<file path="src/rtl/qs_cmd_pkg.sv">
`default_nettype none
// ============================================================================
//  Module   : qs_cmd_pkg
//  Purpose  : Shared constants for the SPI command decoder: opcodes, frame
//             field positions, status-word constants and a status-word builder.
//  Ports    : none (package)
//  Revision : 1.0 - initial release
// ============================================================================
package qs_cmd_pkg;

    // Opcodes carried in the frame's top nibble; anything above OP_STOP is invalid
    localparam logic [3:0] OP_NOP         = 4'd0;
    localparam logic [3:0] OP_SET_PERIOD  = 4'd1;
    localparam logic [3:0] OP_SET_STEPS   = 4'd2;
    localparam logic [3:0] OP_SET_ENABLE  = 4'd3;
    localparam logic [3:0] OP_READ_POS    = 4'd4;
    localparam logic [3:0] OP_READ_STATUS = 4'd5;
    localparam logic [3:0] OP_STOP        = 4'd6;

    // Frame field bit positions
    localparam int OPC_HI   = 31;
    localparam int OPC_LO   = 28;
    localparam int AXIS_HI  = 27;
    localparam int AXIS_LO  = 26;
    localparam int RSVD_BIT = 25;
    localparam int PAR_BIT  = 24;
    localparam int DATA_LO  = 0;

    // Status-word identification byte
    localparam logic [7:0] MAGIC = 8'hA5;

    // Response words for rejected frames
    localparam logic [31:0] ERR_WORD     = 32'hFFFF_FFFF;
    localparam logic [31:0] PAR_ERR_WORD = 32'hFFFF_FFFE;

    // Status word layout: [31:24] magic, [23:16] err_cnt, [15:8] frame_cnt,
    // [7:4] busy flags, [3:0] enables
    function automatic logic [31:0] status_word(
        input logic [7:0] magic,
        input logic [7:0] err_cnt,
        input logic [7:0] frame_cnt,
        input logic [3:0] busy,
        input logic [3:0] enable
    );
        return {magic, err_cnt, frame_cnt, busy, enable};
    endfunction

endpackage : qs_cmd_pkg
`default_nettype wire

</file>
<file path="src/rtl/qs_axis_regs.sv">
`default_nettype none
// ============================================================================
//  Module   : qs_axis_regs
//  Purpose  : Period / step-count registers and one-cycle load / stop strobes
//             for a single stepper axis.
//  Ports    : clk, rst_n          - clock, async active-low reset
//             data                - payload of the decoded frame
//             set_period          - write period register this cycle
//             set_steps           - write steps register and strobe load
//             stop                - strobe stop
//             period, steps       - registered axis configuration
//             load_pulse          - one-cycle strobe after a steps write
//             stop_pulse          - one-cycle strobe after a stop command
//  Revision : 1.0 - initial release
// ============================================================================
module qs_axis_regs
    import qs_cmd_pkg::*;
#(
    parameter int DATA_W = 24
) (
    input  logic              clk,
    input  logic              rst_n,
    input  logic [DATA_W-1:0] data,
    input  logic              set_period,
    input  logic              set_steps,
    input  logic              stop,
    output logic [DATA_W-1:0] period,
    output logic [DATA_W-1:0] steps,
    output logic              load_pulse,
    output logic              stop_pulse
);

    logic [DATA_W-1:0] r_period;
    logic [DATA_W-1:0] r_steps;
    logic              r_load;
    logic              r_stop;

    always_ff @(posedge clk or negedge rst_n) begin
        if (!rst_n) begin
            r_period <= '0;
            r_steps  <= '0;
            r_load   <= 1'b0;
            r_stop   <= 1'b0;
        end else begin
            // Strobes follow their request by one edge and drop the next cycle
            r_load <= set_steps;
            r_stop <= stop;
            if (set_period) begin
                r_period <= data;
            end
            if (set_steps) begin
                r_steps <= data;
            end
        end
    end

    assign period     = r_period;
    assign steps      = r_steps;
    assign load_pulse = r_load;
    assign stop_pulse = r_stop;

endmodule : qs_axis_regs
`default_nettype wire

</file>
<file path="src/rtl/qs_cmd_decoder.sv">
`default_nettype none
// ============================================================================
//  Module   : qs_cmd_decoder
//  Purpose  : Decodes completed 32-bit SPI frames into per-axis stepper
//             registers and command strobes, and prepares the response word
//             shifted out during the next frame.
//  Ports    : clk, rst_n          - clock, async active-low reset
//             rx_data, rx_ready   - completed frame and its level-valid flag
//             tx_data             - response word for the next frame
//             pos_in, busy_in     - per-axis position and motion-active flags
//             period_out          - per-axis step period
//             steps_out           - per-axis move length
//             enable_out          - per-axis driver enable
//             load_pulse          - one-cycle move-start strobe per axis
//             stop_pulse          - one-cycle abort strobe per axis
//             err_cnt             - saturating rejected-frame count
//  Options  : QS_CMD_PARITY_EN    - check even parity over the whole frame
//  Revision : 1.0 - initial release
// ============================================================================
module qs_cmd_decoder #(
    parameter int         NUM_AXES = 4,
    parameter int         DATA_W   = 24,
    parameter logic [7:0] MAGIC    = qs_cmd_pkg::MAGIC
) (
    input  logic                       clk,
    input  logic                       rst_n,
    input  logic [31:0]                rx_data,
    input  logic                       rx_ready,
    output logic [31:0]                tx_data,
    input  logic [127:0]               pos_in,
    input  logic [3:0]                 busy_in,
    output logic [NUM_AXES*DATA_W-1:0] period_out,
    output logic [NUM_AXES*DATA_W-1:0] steps_out,
    output logic [3:0]                 enable_out,
    output logic [NUM_AXES-1:0]        load_pulse,
    output logic [NUM_AXES-1:0]        stop_pulse,
    output logic [7:0]                 err_cnt
);

    import qs_cmd_pkg::*;

    logic              r_rdy_d;
    logic [7:0]        r_frame_cnt;
    logic [7:0]        r_err_cnt;
    logic [3:0]        r_enable;
    logic [31:0]       r_tx;

    logic              w_accept;
    logic [3:0]        w_op;
    logic [1:0]        w_axis;
    logic [DATA_W-1:0] w_data;
    logic              w_par_ok;
    logic              w_op_valid;
    logic              w_cmd;
    logic [31:0]       w_pos_sel;
    logic              w_unused_rsvd;

    // rx_ready is a level held for the rest of the cs-low period, so only its
    // rising edge starts a decode. r_rdy_d resets high so a frame already
    // complete at reset release is ignored.
    assign w_accept = rx_ready & ~r_rdy_d;

    assign w_op   = rx_data[OPC_HI:OPC_LO];
    assign w_axis = rx_data[AXIS_HI:AXIS_LO];
    assign w_data = rx_data[DATA_LO +: DATA_W];

    // Reserved bits are intentionally not decoded
    assign w_unused_rsvd = ^rx_data[RSVD_BIT:PAR_BIT];

`ifdef QS_CMD_PARITY_EN
    // Even parity: the XOR of all 32 frame bits, parity bit included, is zero
    assign w_par_ok = ~(^rx_data);
`else
    assign w_par_ok = 1'b1;
`endif

    assign w_op_valid = (w_op <= OP_STOP);
    assign w_cmd      = w_accept & w_par_ok & w_op_valid;

    // Position word of the addressed axis, sampled in the accept cycle
    assign w_pos_sel = pos_in[{w_axis, 5'b00000} +: 32];

    generate
        for (genvar a = 0; a < NUM_AXES; a++) begin : g_axis
            logic w_hit;
            assign w_hit = w_cmd & (w_axis == 2'(a));

            qs_axis_regs #(
                .DATA_W (DATA_W)
            ) u_axis_regs (
                .clk        (clk),
                .rst_n      (rst_n),
                .data       (w_data),
                .set_period (w_hit & (w_op == OP_SET_PERIOD)),
                .set_steps  (w_hit & (w_op == OP_SET_STEPS)),
                .stop       (w_hit & (w_op == OP_STOP)),
                .period     (period_out[a*DATA_W +: DATA_W]),
                .steps      (steps_out[a*DATA_W +: DATA_W]),
                .load_pulse (load_pulse[a]),
                .stop_pulse (stop_pulse[a])
            );
        end
    endgenerate

    always_ff @(posedge clk or negedge rst_n) begin
        if (!rst_n) begin
            r_rdy_d     <= 1'b1;
            r_frame_cnt <= 8'd0;
            r_err_cnt   <= 8'd0;
            r_enable    <= 4'd0;
            r_tx        <= 32'd0;
        end else begin
            r_rdy_d <= rx_ready;
            if (w_accept) begin
                // Every accepted frame counts, rejected ones included
                r_frame_cnt <= r_frame_cnt + 8'd1;
                if (!w_par_ok) begin
                    r_tx <= PAR_ERR_WORD;
                    if (r_err_cnt != 8'hFF) begin
                        r_err_cnt <= r_err_cnt + 8'd1;
                    end
                end else if (!w_op_valid) begin
                    r_tx <= ERR_WORD;
                    if (r_err_cnt != 8'hFF) begin
                        r_err_cnt <= r_err_cnt + 8'd1;
                    end
                end else begin
                    case (w_op)
                        OP_READ_POS: begin
                            r_tx <= w_pos_sel;
                        end
                        OP_READ_STATUS: begin
                            // Reports counters as they stood before this frame
                            r_tx <= status_word(MAGIC, r_err_cnt, r_frame_cnt,
                                                busy_in, r_enable);
                        end
                        OP_SET_ENABLE: begin
                            r_enable <= rx_data[3:0];
                            r_tx     <= rx_data;
                        end
                        default: begin
                            // Write and strobe commands acknowledge by echo
                            r_tx <= rx_data;
                        end
                    endcase
                end
            end
        end
    end

    assign tx_data    = r_tx;
    assign enable_out = r_enable;
    assign err_cnt    = r_err_cnt;

endmodule : qs_cmd_decoder
`default_nettype wire

</file>
<file path="config.mk">
export PLATFORM = sky130hd
export DESIGN_NAME = qs_cmd_decoder
export DESIGN_NICKNAME = d
export VERILOG_FILES = /design/src/rtl/qs_cmd_pkg.sv /design/src/rtl/qs_axis_regs.sv /design/src/rtl/qs_cmd_decoder.sv
export SDC_FILE = /design/constraint.sdc
export NUM_CORES = 1
export LEC_CHECK = 0
export CAP_MARGIN = 40
export CORE_MARGIN = 2
export CORE_UTILIZATION = 35
export DETAILED_ROUTE_END_ITERATION = 7
export PLACE_DENSITY_LB_ADDON = 0.25
export SLEW_MARGIN = 40
export SYNTH_ARGS = -nofsm -noshare
export SYNTH_HDL_FRONTEND = slang
export SYNTH_SLANG_ARGS = --single-unit
</file>
<file path="constraint.sdc">
create_clock -name clk -period 2.2 [get_ports clk]
set_clock_uncertainty 0.2 [all_clocks]
set_input_delay 0.22 -clock clk [delete_from_list [all_inputs] [get_ports clk]]
set_output_delay 0.22 -clock clk [all_outputs]
set_load 0.05 [all_outputs]
</file>
==> results of run 1 <==
==> where the power goes <==
part | switching, mW | internal (mW) | total, mW
Clock | 2.00 | 3.30 | 5.30
Combinational | 2.35 | 1.41 | 3.76
Sequential | 0.338 | 5.12 | 5.46
==> through the flow <==
stage               total power [mW]  area [um^2]
detailed placement             9.365        15710
finish                         14.52        16940
CTS                            14.68        16810
global route                   15.10        16940
global placement               9.324        15710
floorplan                      7.634        10830
==> metal layers <==
layer	vias up	part of all wire, %
met2	349	49
met1	4183	40
met5	-	0
met4	0	2.3
met3	52	9.1
li1	3634	-
==> cell families after synthesis <==
| family | Yosys count | share of synthesized area [%] |
|---|---|---|
| muxes | 232 | 27.44 |
| xor gates and xnor gates | 11 | 0.8900 |
| buffers and inverters | 64 | 3.063 |
| AOI/OAI and AO/OA | 41 | 2.878 |
| and+or+nand+nor | 162 | 7.004 |
| DFF | 253 | 58.50 |
| adders and majority gates | 2 | 0.2311 |
==> state kept, by name (all words and copies together), names as in the netlist <==
signal                         count
err_cnt                            8
g_axis.u_axis_regs.period         96
tx_data                           32
g_axis.u_axis_regs.load_pulse      4
r_frame_cnt                        8
g_axis.u_axis_regs.stop_pulse      4
enable_out                         4
r_rdy_d                            1
g_axis.u_axis_regs.steps          96
==> cell type report <==
class	instances	area, um^2
Sequential cell	253	6332
Tap cell	396	495.5
Clock buffer	36	802.0
Timing Repair Buffer	462	4838
Clock inverter	18	260.3
Fill cell	2578	13570
Inverter	5	18.77
Multi-Input combinational cell	448	4192
==> synthesized netlist by cell type, types with 3 or more instances <==
master      n
dfrtp_1   252
mux2_2    165
nand2_1    66
nor2_1     38
mux2_1     33
mux4_2     32
nand3_1    28
buf_2      25
a41oi_1    24
clkbuf_1   16
xnor2_1     9
buf_4       8
a21oi_1     6
buf_1       6
nor2b_1     6
and3_1      5
inv_1       5
buf_6       4
nand4_1     4
o21ai_0     3
==> worst paths after layout <==
kind / end / slack, ps
setup / recovery: steps_out[91] / 30
hold / removal: r_rdy_d$_DFF_PN1_ / 60
setup reg to reg: g_axis[3].u_axis_regs.period[13]$_DFFE_PN0P_ / 270
hold reg to reg: g_axis[3].u_axis_regs.period[22]$_DFFE_PN0P_ / 280
max in group asynchronous: g_axis[0].u_axis_regs.period[20]$_DFFE_PN0P_ / 1280
min in group asynchronous: tx_data[31]$_DFFE_PN0N_ / 110
==> timing repair <==
| action | in CTS | in global routing |
|---|---|---|
| hold endpoints to repair | 257 | 0 |
| resized for setup | 15 | 53 |
| setup endpoints to repair | 15 | 53 |
| hold buffers | 4 | 0 |
==> flow_summary_export.csv, run 1 <==
group,metric,value,unit
floorplan,dieWidth,179.9,um
cts,cts_tree,"yes",
grt,antenna_found_initial,1,
logic_synthesis,netlist_instances,765,
final_layout,layout_common_cells,"clkdlybuf4s50_1, dfrtp_1, mux2_2",
critical_path,r2r-start,"r_rdy_d$_DFF_PN1_",
critical_path,max_stage_delay,850,ps
route,drc_errors,0,
place,port_buffers,410,
critical_path,crit_buf_inv,1,
critical_path,worst_ep_arrival_time,1750,ps
logic_synthesis,syn-num-nets,934,
timing,setup_viol,0,
logic_synthesis,synthArstFlopShare,100.0,%
floorplan,io_pins,411,
grt,grt_util_met1,28.49,%
route,first_pass_iters,4,
critical_path,slowest_stage,"clkdlybuf4s50_1",
timing,worstMarginPinSlew,607.5,ps
flow_run,maxCapViolCount,0,
critical_path,worstPathMaxFanout,2,
cts,root_buffer,"clkbuf_16",
place,pre_cts_slack,-168.8,ps
cts,clockBufferDepth,3,
floorplan,fp-row-count,64,
logic_synthesis,ys_seq_elements,253,
final_layout,area_growth,56.47,%
route,drtAntennaViolNets,0,
run_status,status,"complete, no violations",
final_layout,final_common_cell,"clkdlybuf4s50_1",
timing,min_period_over_period,98.62,%
timing,fmax,460.9,MHz
critical_path,timing.critical_path.max_delay_family,"buffers and inverters",
grt,grt_pass1_vias,8784,
route,routed-via-count,8218,
grt,grt_busiest_layer,"met2",
floorplan,initial_core_util,35.48,%
final_layout,n_antenna_cell,0,
grt,gr-usage-all-layers,23.21,%
route,wire_per_inst,23.11,um
worst_hold_path,worstHoldPathCells,2,
route,first_iter_violations,383,
final_layout,layout-drive-gt1-share,26.27,%
timing,setup_ws,30.35,ps
logic_synthesis,ys_seq_area_share,58.50,%
critical_path,cp_cell_sequence,"clkdlybuf4s50_1",
logic_synthesis,synthFlopType,"dfrtp_1",
cts,cts.htree.levels,1,
grt,grt_first_pass_wirelength,57420,um
grt,grt_max_degree,60,
timing,rsz0062_at_grt,"false",
cts,cts.clk_slew.worst_paths,60,ps
timing,slew_headroom,59.38,%
place,dp.cells,1560,
critical_path,crit_path_end_kind,"output pin",
timing,maxSlewViolCount,0,
critical_path,crit_required,1780,ps
cts,insertion_delay,540,ps
cts,cts_sinks,253,
logic_synthesis,synthTopCellsByArea,"dfrtp_1, mux2_2, mux4_2",
worst_hold_path,min-delay-start,"rx_ready",
logic_synthesis,syn-cell-area,0.01083,mm^2
critical_path,ff2ff_path_depth,5,
logic_synthesis,synth_top_area_share,58.25,%
timing,fin_crit,2170,ps
critical_path,cp-startpoint,"g_axis[3].u_axis_regs.steps[19]$_DFFE_PN0P_",
final_layout,final_core_util,55.52,%
logic_synthesis,yosys.area.top_type,"dfrtp_1",
power,p_leak,8.359,nW
critical_path,startpoint_type,"flip-flop",
power,peakVddDrop,0.6014,mV
place,post-dp-hpwl,27410,um
route,vias_per_cell,5.079,
grt,use_met3,7.678,%
route,routed_wirelength,37390,um
grt,met2_usage,39.46,%
logic_synthesis,synth_warnings,0,
logic_synthesis,synth_edf_count,0,
cts,postCtsSetupBuffers,0,
grt,overflow,0,
floorplan,die_h,179.9,um
place,gp_congestion,0.8375,
timing,finalHoldViolations,0,
final_layout,fin_cells,1618,
logic_synthesis,postSynthAreaPerCell,14.15,um^2
timing,setup-tns-final,0,ps
floorplan,core_region_area,0.03051,mm^2
critical_path,cp_num_cells,1,
final_layout,nNetsFinal,1368,
critical_path,crit_type,"flip-flop to output pin",
cts,numCtsBuffers,29,
power,p_per_area,857.0,mW/mm^2
floorplan,die_area,0.03235,mm^2
timing,whs,55.15,ps
logic_synthesis,synthDistinctLibCells,41,
worst_hold_path,hp-class,"input pin to flip-flop",
(Power assumes the default switching activity.)
==> inputs of run 2 (changes only) <==
CAP_MARGIN = 20   (was 40)
==> results of run 2 <==
No change in the layout: final DEF, timing and power equal those of run 1.
